==> src/rtl/pe_operand_sequencer.sv <==
// Feeds the fp16 PE: buffers window pixels, pairs them with a stored kernel, and emits K-cycle bursts.
// Outputs are registered (burst starts one edge after a full window is available); pix_ready tracks FIFO fullness only.
module pe_operand_sequencer #(
   parameter int DATA_WIDTH    = 16,
   parameter int WEIGHT_LENGTH = 3,
   parameter int WEIGHT_WIDTH  = 3,
   parameter int FIFO_DEPTH    = 16,
   parameter int GAP           = 1
) (
   input  logic                  clk,
   input  logic                  reset,
   input  logic                  w_valid,
   input  logic [DATA_WIDTH-1:0] w_data,
   output logic                  w_ready,
   input  logic                  w_reload,
   input  logic                  pix_valid,
   input  logic [DATA_WIDTH-1:0] pix_data,
   output logic                  pix_ready,
   output logic [DATA_WIDTH-1:0] floatA,
   output logic [DATA_WIDTH-1:0] floatB,
   output logic                  conv_en,
   output logic                  weights_loaded,
   output logic                  busy
);
   localparam int K  = WEIGHT_LENGTH * WEIGHT_WIDTH;
   localparam int KW = (K > 1) ? $clog2(K) : 1;
   localparam int GW = (GAP > 1) ? $clog2(GAP) : 1;
   localparam int PW = (FIFO_DEPTH > 1) ? $clog2(FIFO_DEPTH) : 1;
   localparam int CW = $clog2(FIFO_DEPTH + 1);

   localparam logic [KW-1:0] K_LAST    = KW'(K - 1);
   localparam logic [GW-1:0] GAP_LAST  = GW'(GAP - 1);
   localparam logic [CW-1:0] K_CNT     = CW'(K);
   localparam logic [CW-1:0] DEPTH_CNT = CW'(FIFO_DEPTH);
   localparam logic [PW-1:0] PTR_LAST  = PW'(FIFO_DEPTH - 1);

   generate
      if (FIFO_DEPTH < K) begin : g_bad_depth
         $error("pe_operand_sequencer: FIFO_DEPTH must be >= WEIGHT_LENGTH*WEIGHT_WIDTH");
      end
      if (GAP < 1) begin : g_bad_gap
         $error("pe_operand_sequencer: GAP must be >= 1");
      end
   endgenerate

   typedef enum logic [1:0] {S_LOAD_W, S_IDLE, S_BURST, S_GAP} state_t;

   state_t                state_q, state_d;
   logic [KW-1:0]         w_idx_q, w_idx_d;
   logic [KW-1:0]         cnt_q, cnt_d;
   logic [GW-1:0]         gap_q, gap_d;
   logic                  reload_q, reload_d;
   logic                  loaded_q, loaded_d;
   logic                  conv_en_q, conv_en_d;
   logic [DATA_WIDTH-1:0] float_a_q, float_a_d;
   logic [DATA_WIDTH-1:0] float_b_q, float_b_d;
   logic [PW-1:0]         wr_ptr_q, wr_ptr_d;
   logic [PW-1:0]         rd_ptr_q, rd_ptr_d;
   logic [CW-1:0]         count_q, count_d;

   logic [DATA_WIDTH-1:0] fifo_mem [FIFO_DEPTH];
   logic [DATA_WIDTH-1:0] weight_mem [K];

   logic          push;
   logic          pop;
   logic          w_take;
   logic          decide;
   logic [KW-1:0] cnt_nxt;

   assign pix_ready      = (count_q < DEPTH_CNT);
   assign push           = pix_valid & pix_ready;
   assign w_ready        = (state_q == S_LOAD_W);
   assign w_take         = w_valid & w_ready & ~w_reload;
   assign cnt_nxt        = cnt_q + KW'(1);
   assign floatA         = float_a_q;
   assign floatB         = float_b_q;
   assign conv_en        = conv_en_q;
   assign weights_loaded = loaded_q;
   assign busy           = (state_q == S_BURST) | (state_q == S_GAP);

   always_comb begin
      state_d   = state_q;
      w_idx_d   = w_idx_q;
      cnt_d     = cnt_q;
      gap_d     = gap_q;
      reload_d  = reload_q;
      loaded_d  = loaded_q;
      conv_en_d = 1'b0;
      float_a_d = '0;
      float_b_d = '0;
      pop       = 1'b0;
      decide    = 1'b0;

      case (state_q)
         S_LOAD_W: begin
            if (w_reload) begin
               w_idx_d = '0;
            end else if (w_valid) begin
               if (w_idx_q == K_LAST) begin
                  w_idx_d  = '0;
                  loaded_d = 1'b1;
                  state_d  = S_IDLE;
               end else begin
                  w_idx_d = w_idx_q + KW'(1);
               end
            end
         end
         S_IDLE: decide = 1'b1;
         S_BURST: begin
            if (w_reload) reload_d = 1'b1;
            if (cnt_q == K_LAST) begin
               state_d = S_GAP;
               gap_d   = '0;
            end else begin
               cnt_d     = cnt_nxt;
               pop       = 1'b1;
               conv_en_d = 1'b1;
               float_a_d = fifo_mem[rd_ptr_q];
               float_b_d = weight_mem[cnt_nxt];
            end
         end
         S_GAP: begin
            if (w_reload) reload_d = 1'b1;
            if (gap_q == GAP_LAST) decide = 1'b1;
            else gap_d = gap_q + GW'(1);
         end
         default: state_d = S_LOAD_W;
      endcase

      // The last GAP cycle decides like IDLE so back-to-back windows lose only GAP cycles.
      if (decide) begin
         if (reload_q | w_reload) begin
            state_d  = S_LOAD_W;
            loaded_d = 1'b0;
            reload_d = 1'b0;
            w_idx_d  = '0;
         end else if (loaded_q && (count_q >= K_CNT)) begin
            state_d   = S_BURST;
            cnt_d     = '0;
            pop       = 1'b1;
            conv_en_d = 1'b1;
            float_a_d = fifo_mem[rd_ptr_q];
            float_b_d = weight_mem[0];
         end else begin
            state_d = S_IDLE;
         end
      end
   end

   always_comb begin
      wr_ptr_d = wr_ptr_q;
      rd_ptr_d = rd_ptr_q;
      count_d  = count_q;
      if (push) wr_ptr_d = (wr_ptr_q == PTR_LAST) ? '0 : wr_ptr_q + PW'(1);
      if (pop)  rd_ptr_d = (rd_ptr_q == PTR_LAST) ? '0 : rd_ptr_q + PW'(1);
      if (push && !pop)      count_d = count_q + CW'(1);
      else if (pop && !push) count_d = count_q - CW'(1);
   end

   always_ff @(posedge clk or posedge reset) begin
      if (reset) begin
         state_q   <= S_LOAD_W;
         w_idx_q   <= '0;
         cnt_q     <= '0;
         gap_q     <= '0;
         reload_q  <= 1'b0;
         loaded_q  <= 1'b0;
         conv_en_q <= 1'b0;
         float_a_q <= '0;
         float_b_q <= '0;
         wr_ptr_q  <= '0;
         rd_ptr_q  <= '0;
         count_q   <= '0;
      end else begin
         state_q   <= state_d;
         w_idx_q   <= w_idx_d;
         cnt_q     <= cnt_d;
         gap_q     <= gap_d;
         reload_q  <= reload_d;
         loaded_q  <= loaded_d;
         conv_en_q <= conv_en_d;
         float_a_q <= float_a_d;
         float_b_q <= float_b_d;
         wr_ptr_q  <= wr_ptr_d;
         rd_ptr_q  <= rd_ptr_d;
         count_q   <= count_d;
      end
   end

   // Storage arrays need no reset: pointers and the loaded flag define what is valid.
   always_ff @(posedge clk) begin
      if (push)   fifo_mem[wr_ptr_q]  <= pix_data;
      if (w_take) weight_mem[w_idx_q] <= w_data;
   end
endmodule

==> config.mk <==
export PLATFORM = sky130hd
export DESIGN_NAME = pe_operand_sequencer
export DESIGN_NICKNAME = d
export VERILOG_FILES = /design/src/rtl/pe_operand_sequencer.sv
export SDC_FILE = /design/constraint.sdc
export NUM_CORES = 1
export LEC_CHECK = 0
export ABC_CLOCK_PERIOD_IN_PS = 2870
export BUFFER_PORTS_ARGS = -buffer_cell sky130_fd_sc_hd__buf_2
export CAP_MARGIN = 10
export CORE_ASPECT_RATIO = 1.1
export CORE_UTILIZATION = 55
export CTS_BUF_LIST = sky130_fd_sc_hd__clkbuf_4 sky130_fd_sc_hd__clkbuf_8 sky130_fd_sc_hd__clkbuf_16
export DETAILED_ROUTE_END_ITERATION = 7
export PLACE_DENSITY = 0.79
export SLEW_MARGIN = 20
export SYNTH_ARGS = -nofsm -noshare
export SYNTH_HDL_FRONTEND = slang
export SYNTH_SLANG_ARGS = --single-unit
==> constraint.sdc <==
create_clock -name clk -period 2.87 [get_ports clk]
set_input_delay 0.1435 -clock clk [delete_from_list [all_inputs] [get_ports clk]]
set_output_delay 0.1435 -clock clk [all_outputs]
set_load 0.05 [all_outputs]
==> impl_metrics.toml <==
[run_status]
status = "finished, final reports clean"

[critical_path]
path_class = "reg -> reg"
crit_path_top_delay_cell = "nor4_2"
path_cells = "nor4_2, nor4_4, nor2_2, ha_1, inv_1, ha_1, a21o_1, a21oi_1, mux2i_1, xnor2_1"
cp_max_fo = 5
worstSetupEndpointType = "flip-flop"
slowest_delay_ns = 0.44
path_common_cell = "ha_1"
startpoint_type = "flip-flop"
reg2reg_depth = 10
required_ns = 3.34
cp.arrival_ns = 2.97

[synthesis]
synth_top_area_frac = 0.680
synth_nets = 914
ys_ff_latch = 458
async_reset_ff_frac = 0.127
syn_inst = 860
synth_cell_types = 45
ys_top_cells_by_area = "edfxtp_1, mux4_2, dfrtp_1, a22oi_1, ha_1"
synth_flop_cell = "edfxtp_1"
syn_area_um2 = 17700
yosys_warnings = 0
synth_edf_count = 400
syn_area_per_cell_um2 = 20.6
yosysTopAreaCell = "edfxtp_1"
ys_seq_area_frac = 0.762

[timing]
whs_ns = 0.276
finalCritPeriodShare = 0.872
setup_viol = 0
period_needed_ns = 2.50
setup_tns_ns = 0
skew_ns = 0.0188
relSlewSlack = 0.413
hold_violations = 0
setup_ws_ns = 0.368
maxClockFrequency_ghz = 0.400
tightestPinTransition_ns = 0.880
slew_viol_final = 0
rsz0062_at_grt = "no"

[cts]
cts.clk_slew.worst_paths_ns = 0.06
htree_levels = 2
root_buffer = "clkbuf_16"
clock-sinks = 458
cts_tree = "yes"
cts_buffer_depth = 3
cts_made_buffers = 44
clkLatencyLatePin_ns = 0.55

[floorplanning]
die-area_um2 = 32900
initial_utilization = 0.561
die_h_um = 190
num_rows = 68
pin_count = 74
core-area_um2 = 31500
die_x_um = 173

[power_and_ir_drop]
pwr-share-clk = 0.317
combPwrFrac = 0.239
irDropWorstVdd_v = 0.000658
p_leak_nw = 7.10
power_density_nw_per_um2 = 887
power_frac_seq = 0.444
switching_power_mw = 5.06
swShare = 0.277
intPower_mw = 13.2

[drt]
drt_pass1_iterations = 5
drt_iter0_drc = 974
drc = 0
via_per_inst = 6.09
routed_wl_um = 37500
vias = 8921
avgRoutedWirePerCell_um = 25.6
ant_nets = 0

[placement]
place.gp.congestion = 0.785
dp_slack_ns = 0.373
placed_area_um2 = 18800
io_buffers = 73
dp_hpwl_um = 20200

[worst_hold_path]
hold_path_class = "in -> async"

[layout]
final_util = 0.655
drive_above_1_share = 0.312
final_cell_mix = "edfxtp_1, mux4_2, buf_2, dfrtp_1, clkbuf_16"
multiInputGateArea_um2 = 3960
regArea_um2 = 13500
final_common_cell = "edfxtp_1"
num-nets-final = 1065
nFillCells = 1999
diodes = 0
design_area_um2 = 20600
area_growth_pct = 16.6

[grt]
grt_pass1_vias = 9598
grt_max_degree = 38
antenna_found_initial = 0
grt_remaining_overflow = 0
grt_pass1_wl_um = 56300
grt_usage = 0.233

[flow_run]
maxCapViolCount = 0
==> kinds of logic after synthesis <==
family	synth area share
DFF	0.762
muxes	0.133
AOI/OAI and AO/OA	0.0450
and+or+nand+nor	0.0239
buffers and inverters	0.0183
adders and majority gates	0.0125
xor gates and xnor gates	0.00552
==> critical path, delay by kind of cell, from the launching register on <==
kind	cells	cell delay (ns)
AND/OR/NAND/NOR	3	0.63
adder cells (fa/ha/maj)	2	0.53
flip-flops	1	0.42
AO/OA/AOI/OAI	2	0.37
multiplexers	1	0.23
XOR/XNOR	1	0.14
buffers and inverters	1	0.12
==> state kept, by name (all words and copies together) (netlist names), named ones only <==
register,count
floatA,16
weight_mem,144
conv_en,1
w_idx_q,4
floatB,16
reload_q,1
weights_loaded,1
count_q,5
rd_ptr_q,4
state_q,1
wr_ptr_q,4
cnt_q,4
fifo_mem,256
==> cell usage after synthesis (12+ instances only) <==
library cell	instances
edfxtp_1	400
mux4_2	96
dfrtp_1	58
a22oi_1	40
nor2_1	25
a21oi_1	24
nand2_1	20
clkbuf_1	18
mux2i_1	18
o21ai_1	17
ha_1	16
buf_2	14
inv_1	12
==> per-stage QoR <==
step / total power, mW / cells
after floorplan: 11.5 / 860
after global placement: 12.4 / 1349
after detailed placement: 12.5 / 1349
after CTS: 18.4 / 1465
after global routing: 19.0 / 1465
final: 18.3 / 1465
==> metal layers <==
metal / vias to the layer above / GRT usage / wire [µm]
li1: 3799 / - / -
met1: 4620 / 0.296 / 14300
met2: 418 / 0.395 / 19200
met3: 84 / 0.0468 / 2750
met4: 0 / 0.0977 / 1160
met5: - / 0 / 0
==> power groups by stage <==
stage | Clock, mW | Combinational, mW | Sequential, mW
5_1_grt | 6.11 | 4.70 | 8.18
4_1_cts | 5.87 | 4.41 | 8.13
3_5_place_dp | 0 | 4.27 | 8.25
3_3_place_gp | 0 | 4.16 | 8.22
2_1_floorplan | 0 | 3.45 | 8.04
6_report | 5.79 | 4.38 | 8.12
==> path summary, 6_finish.rpt <==
path                                    end  slack (ns)               from
setup reg to reg                 count_q[4]        0.37         count_q[1]
max in group asynchronous       rd_ptr_q[0]        1.91              reset
hold / removal                   w_idx_q[0]        0.28              reset
min in group clk           weight_mem[6][4]        0.42          w_data[4]
hold reg to reg                  floatB[13]        0.48  weight_mem[8][13]
setup / recovery                 count_q[4]        0.37         count_q[1]
==> layout make-up <==
cell class / instances / share of cell area
Inverter: 17 / 0.00310
Sequential cell: 458 / 0.653
Timing Repair Buffer: 151 / 0.0554
Tap cell: 420 / 0.0255
Clock buffer: 55 / 0.0586
Clock inverter: 25 / 0.0121
Multi-Input combinational cell: 339 / 0.192
==> what timing repair did <==
action / 4_1_cts / 5_1_grt
hold buffers: 36 / 0
endpoints found under the hold margin: 433 / 0
resized for setup: 0 / 0
setup buffers: 0 / 0
Power figures use the tool's default switching activity.
